**src/rtl/channel_strip_pkg.sv**
```systemverilog
// rtl/channel_strip_pkg.sv - shared types and constants for the channel strip button selector
package channel_strip_pkg;

    typedef logic [2:0] sel_t;

    localparam int DEBOUNCE_CYCLES_DEFAULT = 1000000;

    localparam int FREQ_BIT     = 0;
    localparam int LOWPASS_BIT  = 1;
    localparam int HIGHPASS_BIT = 2;

    typedef enum logic [0:0] {
        HS_IDLE = 1'b0,
        HS_REQ  = 1'b1
    } hs_state_t;

endpackage

```
**src/rtl/button_select_ctrl_if.sv**
```systemverilog
// rtl/button_select_ctrl_if.sv - configuration update handshake toward the coefficient loader
interface button_select_ctrl_if;
    import channel_strip_pkg::*;

    logic cfgValid;
    sel_t cfgMask;
    logic cfgReady;

    modport master (output cfgValid, output cfgMask, input cfgReady);
    modport slave  (input cfgValid, input cfgMask, output cfgReady);
endinterface

```
**src/rtl/button_debounce.sv**
```systemverilog
// rtl/button_debounce.sv - 2-flop synchroniser plus whole-vector debounce
module button_debounce #(
    parameter int WIDTH           = 16,
    parameter int DEBOUNCE_CYCLES = 1000000
) (
    input  logic             clk,
    input  logic             reset,
    input  logic [WIDTH-1:0] raw,
    output logic [WIDTH-1:0] stable
);
    localparam int CW = (DEBOUNCE_CYCLES > 1) ? $clog2(DEBOUNCE_CYCLES) : 1;
    localparam logic [CW-1:0] CNT_MAX = CW'(DEBOUNCE_CYCLES - 1);

    logic [WIDTH-1:0] sync1;
    logic [WIDTH-1:0] sync2;
    logic [WIDTH-1:0] candidate;
    logic [CW-1:0]    cnt;

    always_ff @(posedge clk or posedge reset) begin
        if (reset) begin
            sync1     <= '0;
            sync2     <= '0;
            candidate <= '0;
            cnt       <= '0;
            stable    <= '0;
        end else begin
            sync1 <= raw;
            sync2 <= sync1;
            if (sync2 != candidate) begin
                candidate <= sync2;
                cnt       <= '0;
            end else begin
                if (cnt != CNT_MAX)
                    cnt <= cnt + 1'b1;
                // Accept on the edge the counter arrives at its limit; saturated counts keep it.
                if (cnt == CNT_MAX || cnt + 1'b1 == CNT_MAX)
                    stable <= candidate;
            end
        end
    end
endmodule

```
**src/rtl/button_select_ctrl.sv**
```systemverilog
// rtl/button_select_ctrl.sv - decodes debounced one-hot presses into held selects and
// requests coefficient reloads through a valid/ready handshake
module button_select_ctrl
    import channel_strip_pkg::*;
#(
    parameter int DEBOUNCE_CYCLES = DEBOUNCE_CYCLES_DEFAULT
) (
    input  logic                        clk,
    input  logic                        reset,
    input  logic [15:0]                 buttons,
    output sel_t                        freqSelect,
    output sel_t                        lowpassSelect,
    output sel_t                        highpassSelect,
    button_select_ctrl_if.master        cfg
);
    localparam logic [0:0] IDLE = HS_IDLE;
    localparam logic [0:0] REQ  = HS_REQ;

    logic [15:0] stable;
    logic [15:0] prev_stable;
    logic        press;
    logic [3:0]  idx;
    logic [2:0]  set_bits;
    logic [2:0]  dirty;
    logic [0:0]  state;
    sel_t        mask;

    button_debounce #(
        .WIDTH           (16),
        .DEBOUNCE_CYCLES (DEBOUNCE_CYCLES)
    ) u_debounce (
        .clk    (clk),
        .reset  (reset),
        .raw    (buttons),
        .stable (stable)
    );

    // Only a release-to-single-button transition counts; chords and slides are ignored.
    always_comb begin
        press    = (prev_stable == 16'h0000) && $onehot(stable);
        idx      = 4'd0;
        set_bits = 3'b000;
        for (int i = 0; i < 16; i++)
            if (stable[i])
                idx = 4'(i);
        if (press) begin
            if (!idx[3]) begin
                if (freqSelect != idx[2:0])
                    set_bits[FREQ_BIT] = 1'b1;
            end else if (!idx[2]) begin
                if (lowpassSelect != {1'b0, idx[1:0]})
                    set_bits[LOWPASS_BIT] = 1'b1;
            end else begin
                if (highpassSelect != {1'b0, idx[1:0]})
                    set_bits[HIGHPASS_BIT] = 1'b1;
            end
        end
    end

    always_ff @(posedge clk or posedge reset) begin
        if (reset) begin
            prev_stable    <= '0;
            freqSelect     <= '0;
            lowpassSelect  <= '0;
            highpassSelect <= '0;
        end else begin
            prev_stable <= stable;
            if (set_bits[FREQ_BIT])
                freqSelect <= idx[2:0];
            if (set_bits[LOWPASS_BIT])
                lowpassSelect <= {1'b0, idx[1:0]};
            if (set_bits[HIGHPASS_BIT])
                highpassSelect <= {1'b0, idx[1:0]};
        end
    end

    // Capturing dirty clears only the captured bits; same-cycle new bits are kept.
    always_ff @(posedge clk or posedge reset) begin
        if (reset) begin
            state <= IDLE;
            mask  <= '0;
            dirty <= 3'b111;
        end else begin
            case (state)
                IDLE: begin
                    if (dirty != 3'b000) begin
                        state <= REQ;
                        mask  <= dirty;
                        dirty <= set_bits;
                    end else begin
                        dirty <= set_bits;
                    end
                end
                default: begin
                    if (cfg.cfgReady) begin
                        if (dirty != 3'b000) begin
                            mask  <= dirty;
                            dirty <= set_bits;
                        end else begin
                            state <= IDLE;
                            mask  <= '0;
                            dirty <= set_bits;
                        end
                    end else begin
                        dirty <= dirty | set_bits;
                    end
                end
            endcase
        end
    end

    assign cfg.cfgValid = (state == REQ);
    assign cfg.cfgMask  = mask;
endmodule

```
**src/flat_wrapper.sv**
```systemverilog
// flat-port wrapper written by rule: the top's interface ports become plain ports
module button_select_ctrl_flat import channel_strip_pkg::*;
#(
    parameter int DEBOUNCE_CYCLES = DEBOUNCE_CYCLES_DEFAULT
)
  (clk, reset, buttons, freqSelect, lowpassSelect, highpassSelect, cfg_cfgValid, cfg_cfgMask, cfg_cfgReady);
  button_select_ctrl_if cfg_i ();
  input  logic clk;
  input  logic reset;
  input  logic [15:0] buttons;
  output sel_t freqSelect;
  output sel_t lowpassSelect;
  output sel_t highpassSelect;
  output wire logic [$bits(cfg_i.cfgValid)-1:0] cfg_cfgValid;
  output wire logic [$bits(cfg_i.cfgMask)-1:0] cfg_cfgMask;
  input wire logic [$bits(cfg_i.cfgReady)-1:0] cfg_cfgReady;
  assign cfg_cfgValid = cfg_i.cfgValid;
  assign cfg_cfgMask = cfg_i.cfgMask;
  assign cfg_i.cfgReady = cfg_cfgReady;
  button_select_ctrl #(.DEBOUNCE_CYCLES(DEBOUNCE_CYCLES)) u_core (.clk(clk), .reset(reset), .buttons(buttons), .freqSelect(freqSelect), .lowpassSelect(lowpassSelect), .highpassSelect(highpassSelect), .cfg(cfg_i));
endmodule
```
**config.mk**
```make
export PLATFORM = sky130hd
export DESIGN_NAME = button_select_ctrl_flat
export DESIGN_NICKNAME = d
export VERILOG_FILES = /design/src/rtl/channel_strip_pkg.sv /design/src/rtl/button_select_ctrl_if.sv /design/src/rtl/button_debounce.sv /design/src/rtl/button_select_ctrl.sv /design/src/flat_wrapper.sv
export SDC_FILE = /design/constraint.sdc
export NUM_CORES = 1
export LEC_CHECK = 0
export CORE_UTILIZATION = 50
export CTS_CLUSTER_DIAMETER = 100
export DETAILED_ROUTE_END_ITERATION = 8
export DONT_BUFFER_PORTS = 1
export GPL_TIMING_DRIVEN = 0
export PLACE_DENSITY = 0.68
export SLEW_MARGIN = 20
export SYNTH_ARGS = -nofsm -noshare
export SYNTH_HDL_FRONTEND = slang
export SYNTH_SLANG_ARGS = --single-unit
```
**constraint.sdc**
```tcl
create_clock -name clk -period 4.5 [get_ports clk]
set_input_delay 0.9 -clock clk [delete_from_list [all_inputs] [get_ports clk]]
set_output_delay 0.9 -clock clk [all_outputs]
set_load 0.05 [all_outputs]
```
Yosys cells after proc, flatten, opt, wreduce, memory -nomap -nowiden
Cells that the tools add are included.

Memories: 0. Latch bits: 0. Memory bits (read-only): 0. Flip-flop bits (word level): 114. Bits of input ports: 19. Output and inout port bits: 13. Memory bits (writable): 0. Logic and storage cells: 81.

Shift-type cells: 0. Reductions and logical operators: 8. Bitwise gates (word level): 2. Div/mod/pow operators: 0. Equality and inequality tests: 9. $lt $le $gt $ge: 0. Muxes and demuxes: 34. Multiply operators: 0. Add/subtract/negate cells: 16.

Operator list (number): 2-to-1 mux 4 bit (14); equality test 20 bit (second input constant) (2); 2-to-1 mux 20 bit (2); adder 5 bit (7); 2-to-1 mux 3 bit (7); adder 20 x 1 -> 20 bit (second input constant) (1); inequality test 20 bit (second input constant) (1); adder 1 x 1 -> 2 bit (8); zero test 16 bit (1); inequality test 16 bit (1); 2-to-1 mux 1 bit (10); equality test 5 x 1 -> 1 bit (second input constant) (1); inequality test 2 bit (2); AND reduction 2 bit (2); nonzero test 2 bit (2); inequality test 3 bit (1); OR 3 bit (1); nonzero test 3 bit (1); 2-to-1 mux 2 bit (1); inequality test 2 bit (second input constant) (1); logical AND 1 bit (1); logical OR 1 bit (1); inverter 1 bit (1).

Depth between registers and ports, before layout
Depth after elaboration: 23. Depth in mapped cells: 18. Depth with buffers taken out: 18.

Hierarchy
From an unflattened synthesis, not the netlist that was laid out.

Cell total of the unflattened synthesis: 431. Area total of the unflattened synthesis: 5236.3 um^2.

Modules (own cells, without submodules): button_debounce (area each 3484.6 um^2, cells an instance 265, sequential area each 2102.0 um^2, instances 1); button_select_ctrl (area each 1751.7 um^2, cells an instance 166, sequential area each 754.5 um^2, instances 1).

Least setup slack after synthesis
OpenSTA, ideal clock, no wires.

Kind: register to register. Start: reg u_core.u_debounce.stable[2]. End: reg u_core.freqSelect[1]. Slack: -230 ps. Path buffers: 0. Clock period less this slack: 4730 ps. Required time: 4375 ps. Arrival: 4606 ps. Stages on the path, launching flop included: 16. Library setup time: 125 ps. Cell sequence: dfrtp_1 -> inv_1 -> ha_1 -> inv_1 -> fa_1 -> fa_1 -> fa_1 -> inv_1 -> fa_1 -> ha_1 -> fa_1 -> nor4b_1 -> and3_1 -> o2111ai_1 -> nor2_1 -> mux2_2.

Longest elaborated chain between the ends: 18. Elaborated cells between the ends (all ways): 24. Those cells by class: 4 x add/sub; 2 x eq/ne; 17 x mux; 1 x reduce/logical.

Ends and longest elaborated chain: start: declaration (line button_debounce.sv:9) `output logic [WIDTH-1:0] stable`; start signal: assignment (line button_debounce.sv:37) `stable <= candidate;`; parallel branches: the longest is 18 deep, another holds adder 5 bit; end signal: assignment (line button_select_ctrl.sv:69) `freqSelect <= idx[2:0];`; end: declaration (line button_select_ctrl.sv:11) `output sel_t freqSelect,`.

Parallel ways; which one is timed is not known. A chain may end at the register's enable or synchronous reset.

Final worst setup path
Start: reg u_core.u_debounce.stable[12]. End: reg u_core.highpassSelect[1].

Longest elaborated chain between the ends: 9. Elaborated cells between the ends (all ways): 15. Those cells by class: 4 x add/sub; 2 x eq/ne; 8 x mux; 1 x reduce/logical.

Ends and longest elaborated chain: parallel branches: the longest is 9 deep, another holds adder 5 bit; end signal: assignment (line button_select_ctrl.sv:73) `highpassSelect <= {1'b0, idx[1:0]};`; end: declaration (line button_select_ctrl.sv:13) `output sel_t highpassSelect,`.

Parallel ways; which one is timed is not known.

==> summary.txt <==
CTS
  – Max clock buf depth: 2
  – Root Driver: clkbuf_8
  – Clk_lat worst skew: slightly above 500 ps
  – Reg clk slew, reported paths: 60 ps
  – CTS tree: built
  – TritonCTS buffer count: 17
  – H-tree depth: 4
  – Clk sinks: 114

Final layout
  – Final Net Count: 510
  – Most frequent cells in the layout: 105 x dfrtp_1, 26 x xor2_1, 24 x nor2_1, 22 x inv_1, 18 x buf_4
  – Final core utilization: about 64%
  – N_diodes: 0
  – Commonest non-fill, non-tap cell in the layout: dfrtp_1
  – Layout overhead on the synthesized area: 22.69%
  – Fillcell total: between 700 and 800
  – Layout cell share with drive strength beyond 1: 29.68%
  – Post-Layout Cell Count: ~610

Drt
  – Routed vias/inst: 5.378
  – Routed WL per cell: 15.73 um
  – DR vias: 3,270
  – Post-route DRC: 0
  – First drt pass iteration count: 4
  – Final wirelength: 9562 um
  – DRT iter0 DRCs: 181
  – Antenna viol nets, final: 0

Run status
  – Status: finished, violations left
  – Failing checks: setup timing

Timing
  – Final cycle utilization of the critical path: 105.3%
  – Final setup fails: 10
  – Period minus WS final: 4740 ps
  – Setup TNS: -1946 ps
  – Max_slew headroom: between 50% and 60%
  – Least-Margin Pin Slew: 741.3 ps
  – F_max: 0.2110 GHz
  – Clock skew after layout: roughly 5 ps
  – Fin. Hold Viols: 0
  – Final Worst Setup Slack: -239.6 ps
  – Max Slew Vio Count: 0
  – Unrepaired setup endpoints after global routing: true

Logic synthesis
  – Synth top area cells: dfrtp_1 54%, xor2_1 4.4%, ha_1 4.4%
  – Syn Inst Count: 419
  – Post-Syn Area: 5166 um^2
  – Synth Register Bits: between 100 and 150
  – Avg Inst Size Synth: roughly 12 um^2
  – Synth async-reset ratio: 100.0%
  – Number of synthesized flops with an enable pin: 0
  – Post-synth top area cell: dfrtp_1
  – Primary FF master, synth: dfrtp_1
  – Synth cell types: 65
  – Yosys top cell area share: 53.77%
  – Yosys warnings: 0
  – Register area share after synthesis: roughly 55%

Placed design
  – Pre-CTS setup slack: -378.4 ps
  – Placed insts: 554
  – Dpl hpwl: 6111 um
  – Gpl congestion: 0.8075
  – PortBufs: 0

Global route
  – First-pass GRT wire length: 16,490 um
  – Total gr overflow: 0
  – Largest net degree at the start of global routing: slightly above 60
  – Total GRT Usage: 19.82%
  – Initial antenna violation count: 0
  – Vias in the first global route: 3,403

Die
  – Top Ports: 32
  – Die ar.: 10,740 um^2
  – Row count: 36
  – Die Y: just over 100 um
  – Placeable Area: 9910 um^2
  – Initial core utilization: between 50% and 60%
  – Die X: 103.7 um

Pwr
  – Combinational share of power: 1.9%
  – Switching pwr: 0.5489 mW
  – Overall Power: 2.416 mW
  – Power per Cell Area: between 300 and 400 nW/um^2
  – LEAKAGE: 2.876 nW
  – Worst VDD drop: 0.0003072 V
  – Pint: between 1.5 and 2 mW
  – Net Sw Frac: approximately 23%
  – Clock network power share: 54.0%
  – Share of power burned in registers: 44.2%

Critical path
  – Critical path type: reg2reg
  – Startpoint types: flop
  – Worst flop-to-flop path endpoint: u_core.highpassSelect[1]
  – Max FO, Critical Path: 7
  – FF-to-FF path depth: 14
  – Reg-to-Reg Start: u_core.u_debounce.stable[12]
  – Critical Path RT: 4890 ps
  – Crit end category: flop
  – FF-to-FF setup slack: -240 ps
  – Arr. time, crit path: 5130 ps

Run
  – # Max-Cap Violations: 0

Worst hold path
  – Worst hold-check path type: in2async
critical path: stages, from the launching register on:
cell	delay (ps)
dfrtp_2	470
ha_4	180
inv_2	50
fa_1	430
fa_1	520
fa_1	530
inv_2	40
fa_1	440
ha_2	210
fa_1	440
nor4b_2	250
and3_1	230
o2111ai_4	240
nor2_4	280
mux2_4	320
synthesized netlist by cell type, types with 4 or more instances:
library cell,n
a31oi_1,4
xor2_1,26
nor2_1,30
mux2_2,10
and3_1,5
nand2_1,8
ha_1,18
inv_1,32
mux2_4,10
clkbuf_1,17
nand4_1,7
or3_1,5
a21oi_1,9
xnor2_1,9
dfrtp_1,111
o21ai_0,8
nor4_1,14
nand3_1,11
nor3_1,5
o31ai_1,4
fa_1,11
state kept, by name, summed over array words and instances, names as in the netlist:
signal / cells
u_core.dirty: 3
u_core.u_debounce.cnt: 20
u_core.cfg.cfgValid: 1
u_core.lowpassSelect: 2
u_core.cfg.cfgMask: 3
u_core.freqSelect: 3
u_core.highpassSelect: 2
u_core.u_debounce.stable: 16
u_core.u_debounce.candidate: 16
u_core.u_debounce.sync2: 16
u_core.prev_stable: 16
u_core.u_debounce.sync1: 16
through the flow:
step	instance area [um^2]	hold WS (ps)
2_1_floorplan	5236	331.2
3_3_place_gp	5403	332.3
3_5_place_dp	5435	334.7
4_1_cts	6207	284.9
5_1_grt	6339	311.5
6_report	6339	289.4
power by group through the flow:
stage | sequential, mW | combinational (mW) | clock (mW)
2_1_floorplan | 1.08 | 0.0348 | 0
3_3_place_gp | 1.08 | 0.0411 | 0
3_5_place_dp | 1.09 | 0.0457 | 0
4_1_cts | 1.07 | 0.0465 | 1.33
5_1_grt | 1.07 | 0.0514 | 1.38
6_report | 1.07 | 0.0447 | 1.30
how the worst max path moves through the flow:
stage                                 start                      endpoint  slack [ps]  cells after the start
2_1_floorplan   u_core.u_debounce.stable[2]          u_core.freqSelect[1]           1                     17
3_3_place_gp                          reset  u_core.u_debounce.stable[13]        -750                      1
3_5_place_dp    u_core.u_debounce.stable[7]          u_core.freqSelect[2]        -380                     14
4_1_cts         u_core.u_debounce.stable[2]          u_core.freqSelect[1]        -250                     14
5_1_grt        u_core.u_debounce.stable[10]          u_core.freqSelect[0]        -460                     16
6_report       u_core.u_debounce.stable[12]      u_core.highpassSelect[1]        -240                     14
what timing repair did:
action / in CTS / in global routing
gates resized for setup: 21 / 21
buffers inserted: 16 / 6
endpoints found under the setup margin: 10 / 10
pin swaps: 15 / 6
hold buffers: 0 / 0
gates cloned: 0 / 0
cell type report:
type                            instances  area, um^2  share of cell area, %
Buffer                                 23       108.9                  1.717
Clock buffer                           17       414.1                  6.534
Clock inverter                         15       172.7                  2.724
Inverter                               32       125.1                  1.974
Multi-Input combinational cell        251        2272                  35.85
Sequential cell                       114        2864                  45.18
Tap cell                              133       166.4                  2.625
Timing Repair Buffer                   23       215.2                  3.395
metal layers:
layer | vias to the layer above | share of wire (%) | GRT usage, %
met5 | - | 0 | 0
met4 | 0 | 1.9 | 10.20
met3 | 16 | 3.5 | 4.720
met2 | 69 | 49 | 31.26
met1 | 1644 | 46 | 25.65
li1 | 1541 | - | -
kinds of logic after synthesis:
family,synth area share (%)
AO/OA/AOI/OAI,7.048
XOR/XNOR,5.934
adder cells (fa/ha/maj),8.622
buffers and inverters,4.432
flip-flops,55.29
multiplexers,5.280
other,0.07259
AND/OR/NAND/NOR,13.32
(Power assumes the default switching activity.)
